### src/rtl/dmem_arb_pkg.sv
// dmem_arb_pkg: shared types and default parameters for the data-memory arbiter.
package dmem_arb_pkg;

   typedef enum logic [0:0] {
      ARB  = 1'b0,
      HOLD = 1'b1
   } arb_state_e;

   typedef enum logic [1:0] {
      NONE = 2'd0,
      CPU  = 2'd1,
      DMA  = 2'd2
   } owner_e;

   localparam int DEF_MEM_LAT    = 1;
   localparam int DEF_STARVE_MAX = 8;

endpackage

### src/rtl/arb_starve_ctr.sv
// arb_starve_ctr: saturating count of lost DMA arbitrations; fire flags the limit.
module arb_starve_ctr
#(
   parameter int MAX = 8
)(
   input  logic clk,
   input  logic reset,
   input  logic inc,
   input  logic clr,
   output logic fire
);

   localparam int W = (MAX > 1) ? $clog2(MAX + 1) : 1;
   localparam logic [W-1:0] LIMIT = W'(MAX);
   localparam logic [W-1:0] ONE   = W'(1);

   logic [W-1:0] cnt_r;

   // Count losses, clear on a DMA grant, hold at the limit.
   always_ff @(posedge clk) begin
      if (reset) begin
         cnt_r <= '0;
      end else if (clr) begin
         cnt_r <= '0;
      end else if (inc && (cnt_r != LIMIT)) begin
         cnt_r <= cnt_r + ONE;
      end else begin
         cnt_r <= cnt_r;
      end
   end

   assign fire = (cnt_r == LIMIT);

endmodule

### src/rtl/dmem_arbiter.sv
// dmem_arbiter: shares the data-memory port between the CPU MEM stage and a DMA master.
// Defining DMEM_ARB_STARVE_GUARD_EN adds a starvation guard that forces a DMA grant.
module dmem_arbiter
   import dmem_arb_pkg::*;
#(
   parameter int ADDR_W     = 32,
   parameter int DATA_W     = 32,
   parameter int MEM_LAT    = DEF_MEM_LAT,
   parameter int STARVE_MAX = DEF_STARVE_MAX
)(
   input  logic              clk,
   input  logic              reset,
   input  logic              cpu_rd,
   input  logic              cpu_wr,
   input  logic [ADDR_W-1:0] cpu_addr,
   input  logic [DATA_W-1:0] cpu_wdata,
   output logic [DATA_W-1:0] cpu_rdata,
   output logic              cpu_stall,
   input  logic              dma_req,
   input  logic              dma_we,
   input  logic [ADDR_W-1:0] dma_addr,
   input  logic [DATA_W-1:0] dma_wdata,
   output logic [DATA_W-1:0] dma_rdata,
   output logic              dma_ack,
   output logic              mem_rd,
   output logic              mem_wr,
   output logic [ADDR_W-1:0] mem_addr,
   output logic [DATA_W-1:0] mem_wdata,
   input  logic [DATA_W-1:0] mem_rdata
);

   localparam int CNT_W = (MEM_LAT > 1) ? $clog2(MEM_LAT + 1) : 1;
   localparam logic [CNT_W-1:0] CNT_LOAD = CNT_W'(MEM_LAT - 1);
   localparam logic [CNT_W-1:0] CNT_ONE  = CNT_W'(1);
   localparam bit SINGLE_CYCLE = (MEM_LAT == 1);

   arb_state_e       state_r, state_s;
   owner_e           owner_r, owner_s;
   owner_e           grant_s;
   logic [CNT_W-1:0] cnt_r, cnt_s;
   logic             cpu_req_s;
   logic             done_s;
   logic             starve_fire_s;

   assign cpu_req_s = cpu_rd | cpu_wr;

`ifdef DMEM_ARB_STARVE_GUARD_EN
   logic starve_inc_s;
   logic starve_clr_s;

   // Only ARB cycles are real arbitration decisions; HOLD cycles do not count.
   assign starve_inc_s = (state_r == ARB) & dma_req & (grant_s != DMA);
   assign starve_clr_s = (state_r == ARB) & (grant_s == DMA);

   arb_starve_ctr #(
      .MAX (STARVE_MAX)
   ) u_starve_ctr (
      .clk   (clk),
      .reset (reset),
      .inc   (starve_inc_s),
      .clr   (starve_clr_s),
      .fire  (starve_fire_s)
   );
`else
   assign starve_fire_s = 1'b0;
`endif

   // State, owner and hold counter registers.
   always_ff @(posedge clk) begin
      if (reset) begin
         state_r <= ARB;
         owner_r <= NONE;
         cnt_r   <= '0;
      end else begin
         state_r <= state_s;
         owner_r <= owner_s;
         cnt_r   <= cnt_s;
      end
   end

   // Grant decision, completion detect and next-state logic.
   always_comb begin
      grant_s = NONE;
      done_s  = 1'b0;
      state_s = state_r;
      owner_s = owner_r;
      cnt_s   = cnt_r;
      case (state_r)
         ARB: begin
            if (dma_req && (!cpu_req_s || starve_fire_s)) begin
               grant_s = DMA;
            end else if (cpu_req_s) begin
               grant_s = CPU;
            end else begin
               grant_s = NONE;
            end
            if ((grant_s != NONE) && !SINGLE_CYCLE) begin
               state_s = HOLD;
               owner_s = grant_s;
               cnt_s   = CNT_LOAD;
            end else begin
               state_s = ARB;
               owner_s = NONE;
               cnt_s   = '0;
            end
            done_s = SINGLE_CYCLE && (grant_s != NONE);
         end
         HOLD: begin
            grant_s = owner_r;
            if (cnt_r == CNT_ONE) begin
               done_s  = 1'b1;
               state_s = ARB;
               owner_s = NONE;
               cnt_s   = '0;
            end else begin
               done_s  = 1'b0;
               cnt_s   = cnt_r - CNT_ONE;
            end
         end
         default: begin
            state_s = ARB;
            owner_s = NONE;
            cnt_s   = '0;
         end
      endcase
   end

   // Bus steering and requester responses; everything is quiet while reset is high.
   always_comb begin
      mem_rd    = 1'b0;
      mem_wr    = 1'b0;
      mem_addr  = '0;
      mem_wdata = '0;
      cpu_rdata = '0;
      cpu_stall = 1'b0;
      dma_rdata = '0;
      dma_ack   = 1'b0;
      if (reset) begin
         mem_rd    = 1'b0;
         mem_wr    = 1'b0;
         cpu_stall = 1'b0;
         dma_ack   = 1'b0;
      end else begin
         case (grant_s)
            CPU: begin
               // A simultaneous read and write is executed as a write.
               mem_rd    = cpu_rd & ~cpu_wr;
               mem_wr    = cpu_wr & done_s;
               mem_addr  = cpu_addr;
               mem_wdata = cpu_wdata;
               cpu_rdata = done_s ? mem_rdata : '0;
            end
            DMA: begin
               mem_rd    = ~dma_we;
               mem_wr    = dma_we & done_s;
               mem_addr  = dma_addr;
               mem_wdata = dma_wdata;
               dma_rdata = done_s ? mem_rdata : '0;
               dma_ack   = done_s;
            end
            default: begin
               mem_rd = 1'b0;
               mem_wr = 1'b0;
            end
         endcase
         cpu_stall = cpu_req_s & ~((grant_s == CPU) & done_s);
      end
   end

endmodule

### config.mk
export PLATFORM = sky130hd
export DESIGN_NAME = dmem_arbiter
export DESIGN_NICKNAME = d
export VERILOG_FILES = /design/src/rtl/dmem_arb_pkg.sv /design/src/rtl/arb_starve_ctr.sv /design/src/rtl/dmem_arbiter.sv
export SDC_FILE = /design/constraint.sdc
export NUM_CORES = 1
export LEC_CHECK = 0
export BUFFER_PORTS_ARGS = -buffer_cell sky130_fd_sc_hd__buf_2
export CORE_AREA = 8 8 108 110
export CTS_BUF_LIST = sky130_fd_sc_hd__clkbuf_16
export CTS_CLUSTER_DIAMETER = 120
export DETAILED_ROUTE_END_ITERATION = 8
export DIE_AREA = 0 0 116 118
export PLACE_DENSITY_LB_ADDON = 0.1
export SLEW_MARGIN = 15
export SYNTH_ARGS = -nofsm -noshare
export SYNTH_HDL_FRONTEND = slang
export SYNTH_SLANG_ARGS = --single-unit
### constraint.sdc
create_clock -name clk -period 2.3 [get_ports clk]
set_input_delay 0.23 -clock clk [delete_from_list [all_inputs] [get_ports clk]]
set_output_delay 0.23 -clock clk [all_outputs]
set_load 0.05 [all_outputs]
After elaboration in Yosys (flattened, before gate mapping)
Index checks and enable logic that the tools add are counted.

Flip-flop bits (word level): 4. Output and inout bits: 132.

Multiplexer cells: 28. Reduce and logical (&&, ||, !) cells: 3. Eq/ne operators: 3. Bitwise logic cells: 10. Add/subtract/negate cells: 1.

Operators with widths (number): $mux W32 (7); $pmux W32 S2 (2); $pmux W1 S2 (5); $mux W1 (9); $pmux W2 S2 (2); $mux W2 (3); $and A1 B1 Y1 (5); $not A1 Y1 (4); $eq A2 B1 Y1 const B (1); $eq A2 B2 Y1 const B (1); $ne A2 B1 Y1 const B (1); $reduce_bool A2 Y1 (1); $logic_and A1 B1 Y1 (1); $logic_not A1 Y1 (1); $or A1 B1 Y1 (1); $sub A1 B1 Y1 const B (1).

Depth between registers and ports, before layout
Depth in word-level cells: 11. Gate-level depth with buffers: 8. Mapped depth without buffers: 5.

Worst setup path after synthesis
No wires, ideal clock.

Kind: register to output. Start: register cnt_r. End: output port dma_ack. Data required time: 2.070 ns. Setup slack: -0.343 ns. Cell stages (with the launch flop): 7. Path buffers: 2. Data arrival time: 2.413 ns. Cells stage by stage: dfxtp_1 nor3_1 and2_1 ha_1 buf_2 clkbuf_1 nor3b_1.

Longest elaborated chain between the ends: 4.

RTL lines: start: declaration (line dmem_arbiter.sv:40) `logic [CNT_W-1:0] cnt_r, cnt_s;`; start signal: assignment (line dmem_arbiter.sv:77) `cnt_r <= cnt_s;`; $mux W1 (line dmem_arbiter.sv:110) `if (cnt_r == CNT_ONE) begin`; $pmux W1 S2 (line dmem_arbiter.sv:88) `case (state_r)`; $mux W1 (line dmem_arbiter.sv:144) `case (grant_s)`; $mux W1 (line dmem_arbiter.sv:138) `if (reset) begin`; end: declaration (line dmem_arbiter.sv:24) `output logic dma_ack,`.

No other way between the ends.

Worst setup path after layout
Start: input port cpu_wr. End: output port mem_wr.

Longest elaborated chain between the ends: 10. Elaborated cells between the ends (all ways): 15. Classes of those cells: 2 x eq/ne; 7 x mux; 3 x bitwise; 3 x reduce/logical.

RTL lines: start: declaration (line dmem_arbiter.sv:14) `input logic cpu_wr,`; $or A1 B1 Y1 (line dmem_arbiter.sv:45) `assign cpu_req_s = cpu_rd | cpu_wr;`; $logic_not A1 Y1 (line dmem_arbiter.sv:90) `if (dma_req && (!cpu_req_s || starve_fire_s)) begin`; $logic_and A1 B1 Y1 (line dmem_arbiter.sv:90); $mux W2 (line dmem_arbiter.sv:90); $mux W2 (line dmem_arbiter.sv:88); $reduce_bool A2 Y1 (line dmem_arbiter.sv:106) `done_s = SINGLE_CYCLE && (grant_s != NONE);`; $pmux W1 S2 (line dmem_arbiter.sv:88); $and A1 B1 Y1, on equally long branches (line dmem_arbiter.sv:155, dmem_arbiter.sv:148); $pmux W1 S2 * (line dmem_arbiter.sv:144); $mux W1 * (line dmem_arbiter.sv:138); end: declaration (line dmem_arbiter.sv:26) `output logic mem_wr,`.

Every way passes the cells marked *; elsewhere a longest branch is shown, timed or not. The select of a mux whose other input is x is not followed.

==> metrics <==
outcome=finished, final reports clean; worst vdd ir=between 0.00008 and 0.00009 V; core area=~10000 µm²; effective utilization at floorplan=0.1642; unrepaired setup endpoints after global routing=no; Yosys warnings=0; pre-CTS setup slack=approximately 0.11 ns; syn_nets=486; Worst Path Required=2.07 ns; largest register by flop count=cnt_r; pins over their slew limit=0; Max Fclk=roughly 460 MHz; actual slew at the worst max-slew pin=about 0.52 ns; PD cells=187.3 nW/µm²; Post-CTS Repair Setup Buffers=0; Synth area leaders=a22oi_1 (29%), nor3_1 (20%), nor2_1 (15%); Layout area overhead=124.3%; synthesized instance count=around 320; IO Pins=298; Die X-Extent=~120 µm; Yosys reg bits=1; DRT antenna net count=0; Tcrit/Tclk final=0.9496; drt pass-1 iters=4; layout cells sized above 1=0.6530; Synth Area per Inst=approximately 5.2 µm²; max_cap viols=0; initial antenna violation count=0; Crit path buffers/inverters=3; post-cts resize count=0; DRC=0; Yosys top cell by area=a22oi_1; Avg WL per Cell=around 17 µm; Overall Global Routing Usage=0.1642; Die H=roughly 120 µm; worst-path fanout max=19; Most used DFF post-synth=dfxtp_1; CP cell instances=buf_2 -> nor3_1 -> nand2_1 -> ha_4 -> or2_2 -> buf_4 -> nor3_2 -> buf_2; Netlist Area Pre-Place=~1600 µm²; routability congestion estimate=between 0.8 and 0.9; WP data arrival=1.95 ns; min-delay worst type=in2out; slowest CP cell=or2_2; cell mode on critical path=buf_2; Final setup violation count=0; min Tclk post-route=between 2 and 2.5 ns; number of fill cells=about 1100; Iter 0 DRT Violations=300; routed wire length=approximately 12000 µm; grt ovf=0; leakage power=approximately 2.0 nW; number of vias per cell=4.613; Crit Path Class=in2out; Nets=roughly 760; pin count of the biggest net entering global routing=67; setup slack after layout=between 0.1 and 0.15 ns; worst hold slack=approximately 0.86 ns; die area=roughly 14000 µm²; CP top delay family=simple AND/OR/NAND/NOR gates; vias=approximately 3300; Yosys cell types=20; PortBufs=between 200 and 300; max reg flops=1; slew margin rel.=0.6554; Critical Path Start Type=primary input; Synth top area share=0.2927; critical path endpoint category=output pin; Hold Buf Count CTS=0; post-DP HPWL=10230 µm; first-pass GRT wire length=around 19000 µm; Hold Vio Cnt, Final=0; number of diodes=0; number of synthesized flops with an enable pin=0; vias in the first global route=roughly 3300; largest registers=cnt_r (1); register area share after synthesis=0.01220; Synth async-reset ratio=0; slowest stage delay, CP=about 0.33 ns; num rows=37
[area by class of cell]
cell class / instances / area, µm² / share of cell area
well taps: 136 / 170.2 / 0.04621
repair buffers: 310 / 1719 / 0.4669
multi-input cells: 274 / 1773 / 0.4815
flip-flops and latches: 1 / 20.02 / 0.005437
[kinds of logic after synthesis]
kind of cell,Yosys count,share of synthesized area
AO/OA/AOI/OAI,65,0.2957
adder cells (fa/ha/maj),2,0.01524
buffers and inverters,43,0.1326
flip-flops,1,0.01220
multiplexers,1,0.006098
other,1,0.002284
AND/OR/NAND/NOR,205,0.5358
[synthesized netlist by cell type, types with 2 or more instances]
cell / instances
buf_2: 15
nor2_1: 66
clkbuf_1: 22
nor3_1: 67
buf_6: 4
nand2_1: 65
a22oi_1: 64
buf_4: 2
ha_1: 2
[through the flow]
stage | setup TNS, ns | cell area (µm²) | instances | utilization | total power (W)
floorplan | -1.510 | 1977 | 318 | - | 0.0004252
global placement | 0 | 3682 | 721 | 0.3682 | 0.0006885
detailed placement | 0 | 3682 | 721 | 0.3682 | 0.0006937
CTS | 0 | 3682 | 721 | 0.3682 | 0.0006965
global route | 0 | 3682 | 721 | 0.3682 | 0.0007421
finish | 0 | 3682 | 721 | 0.3682 | 0.0006898
[layout by cell type, fill, tap and decap left out]
master	synthesis	routed
buf_4	2	7
nor3_2	0	66
nor4_4	0	1
dfxtp_1	1	1
a21oi_1	1	1
and2_1	1	1
nand3b_1	1	1
nor2_1	66	66
mux2i_1	1	1
conb_1	1	1
or2_2	1	2
buf_12	0	10
nor3b_2	0	1
a22oi_1	64	64
nand2b_1	1	1
nor3_1	67	1
ha_4	0	2
buf_2	15	293
nand2_1	65	65
[power breakdown]
| group | internal (W) | switching, W | total, W |
|---|---|---|---|
| combinational | 0.000230 | 0.000439 | 0.000670 |
| sequential | 0.0000187 | 0.00000127 | 0.0000199 |
| clock | 0 | 0 | 0 |
[layer usage]
| layer | vias up | global-route usage | routed length, µm | share of wire |
|---|---|---|---|---|
| met5 | - | 0 | 0 | 0 |
| met4 | 0 | 0.003244 | 27 | 0.0022 |
| met3 | 2 | 0.03899 | 1260 | 0.10 |
| met2 | 171 | 0.3077 | 6383 | 0.51 |
| met1 | 1507 | 0.1903 | 4773 | 0.38 |
| li1 | 1646 | - | - | - |
[path summary, 6_finish.rpt]
path	start	to	slack [ns]	cells past startpoint
hold / removal	mem_rdata[6]	dma_rdata[6]	0.86	4
setup / recovery	cpu_wr	mem_wr	0.12	8
[worst min-delay path, cell delays in order]
cell and delay [ns]:
buf_2 0.10, nand2_1 0.06, nor3_2 0.03, buf_2 0.20
(Power assumes the default switching activity.)
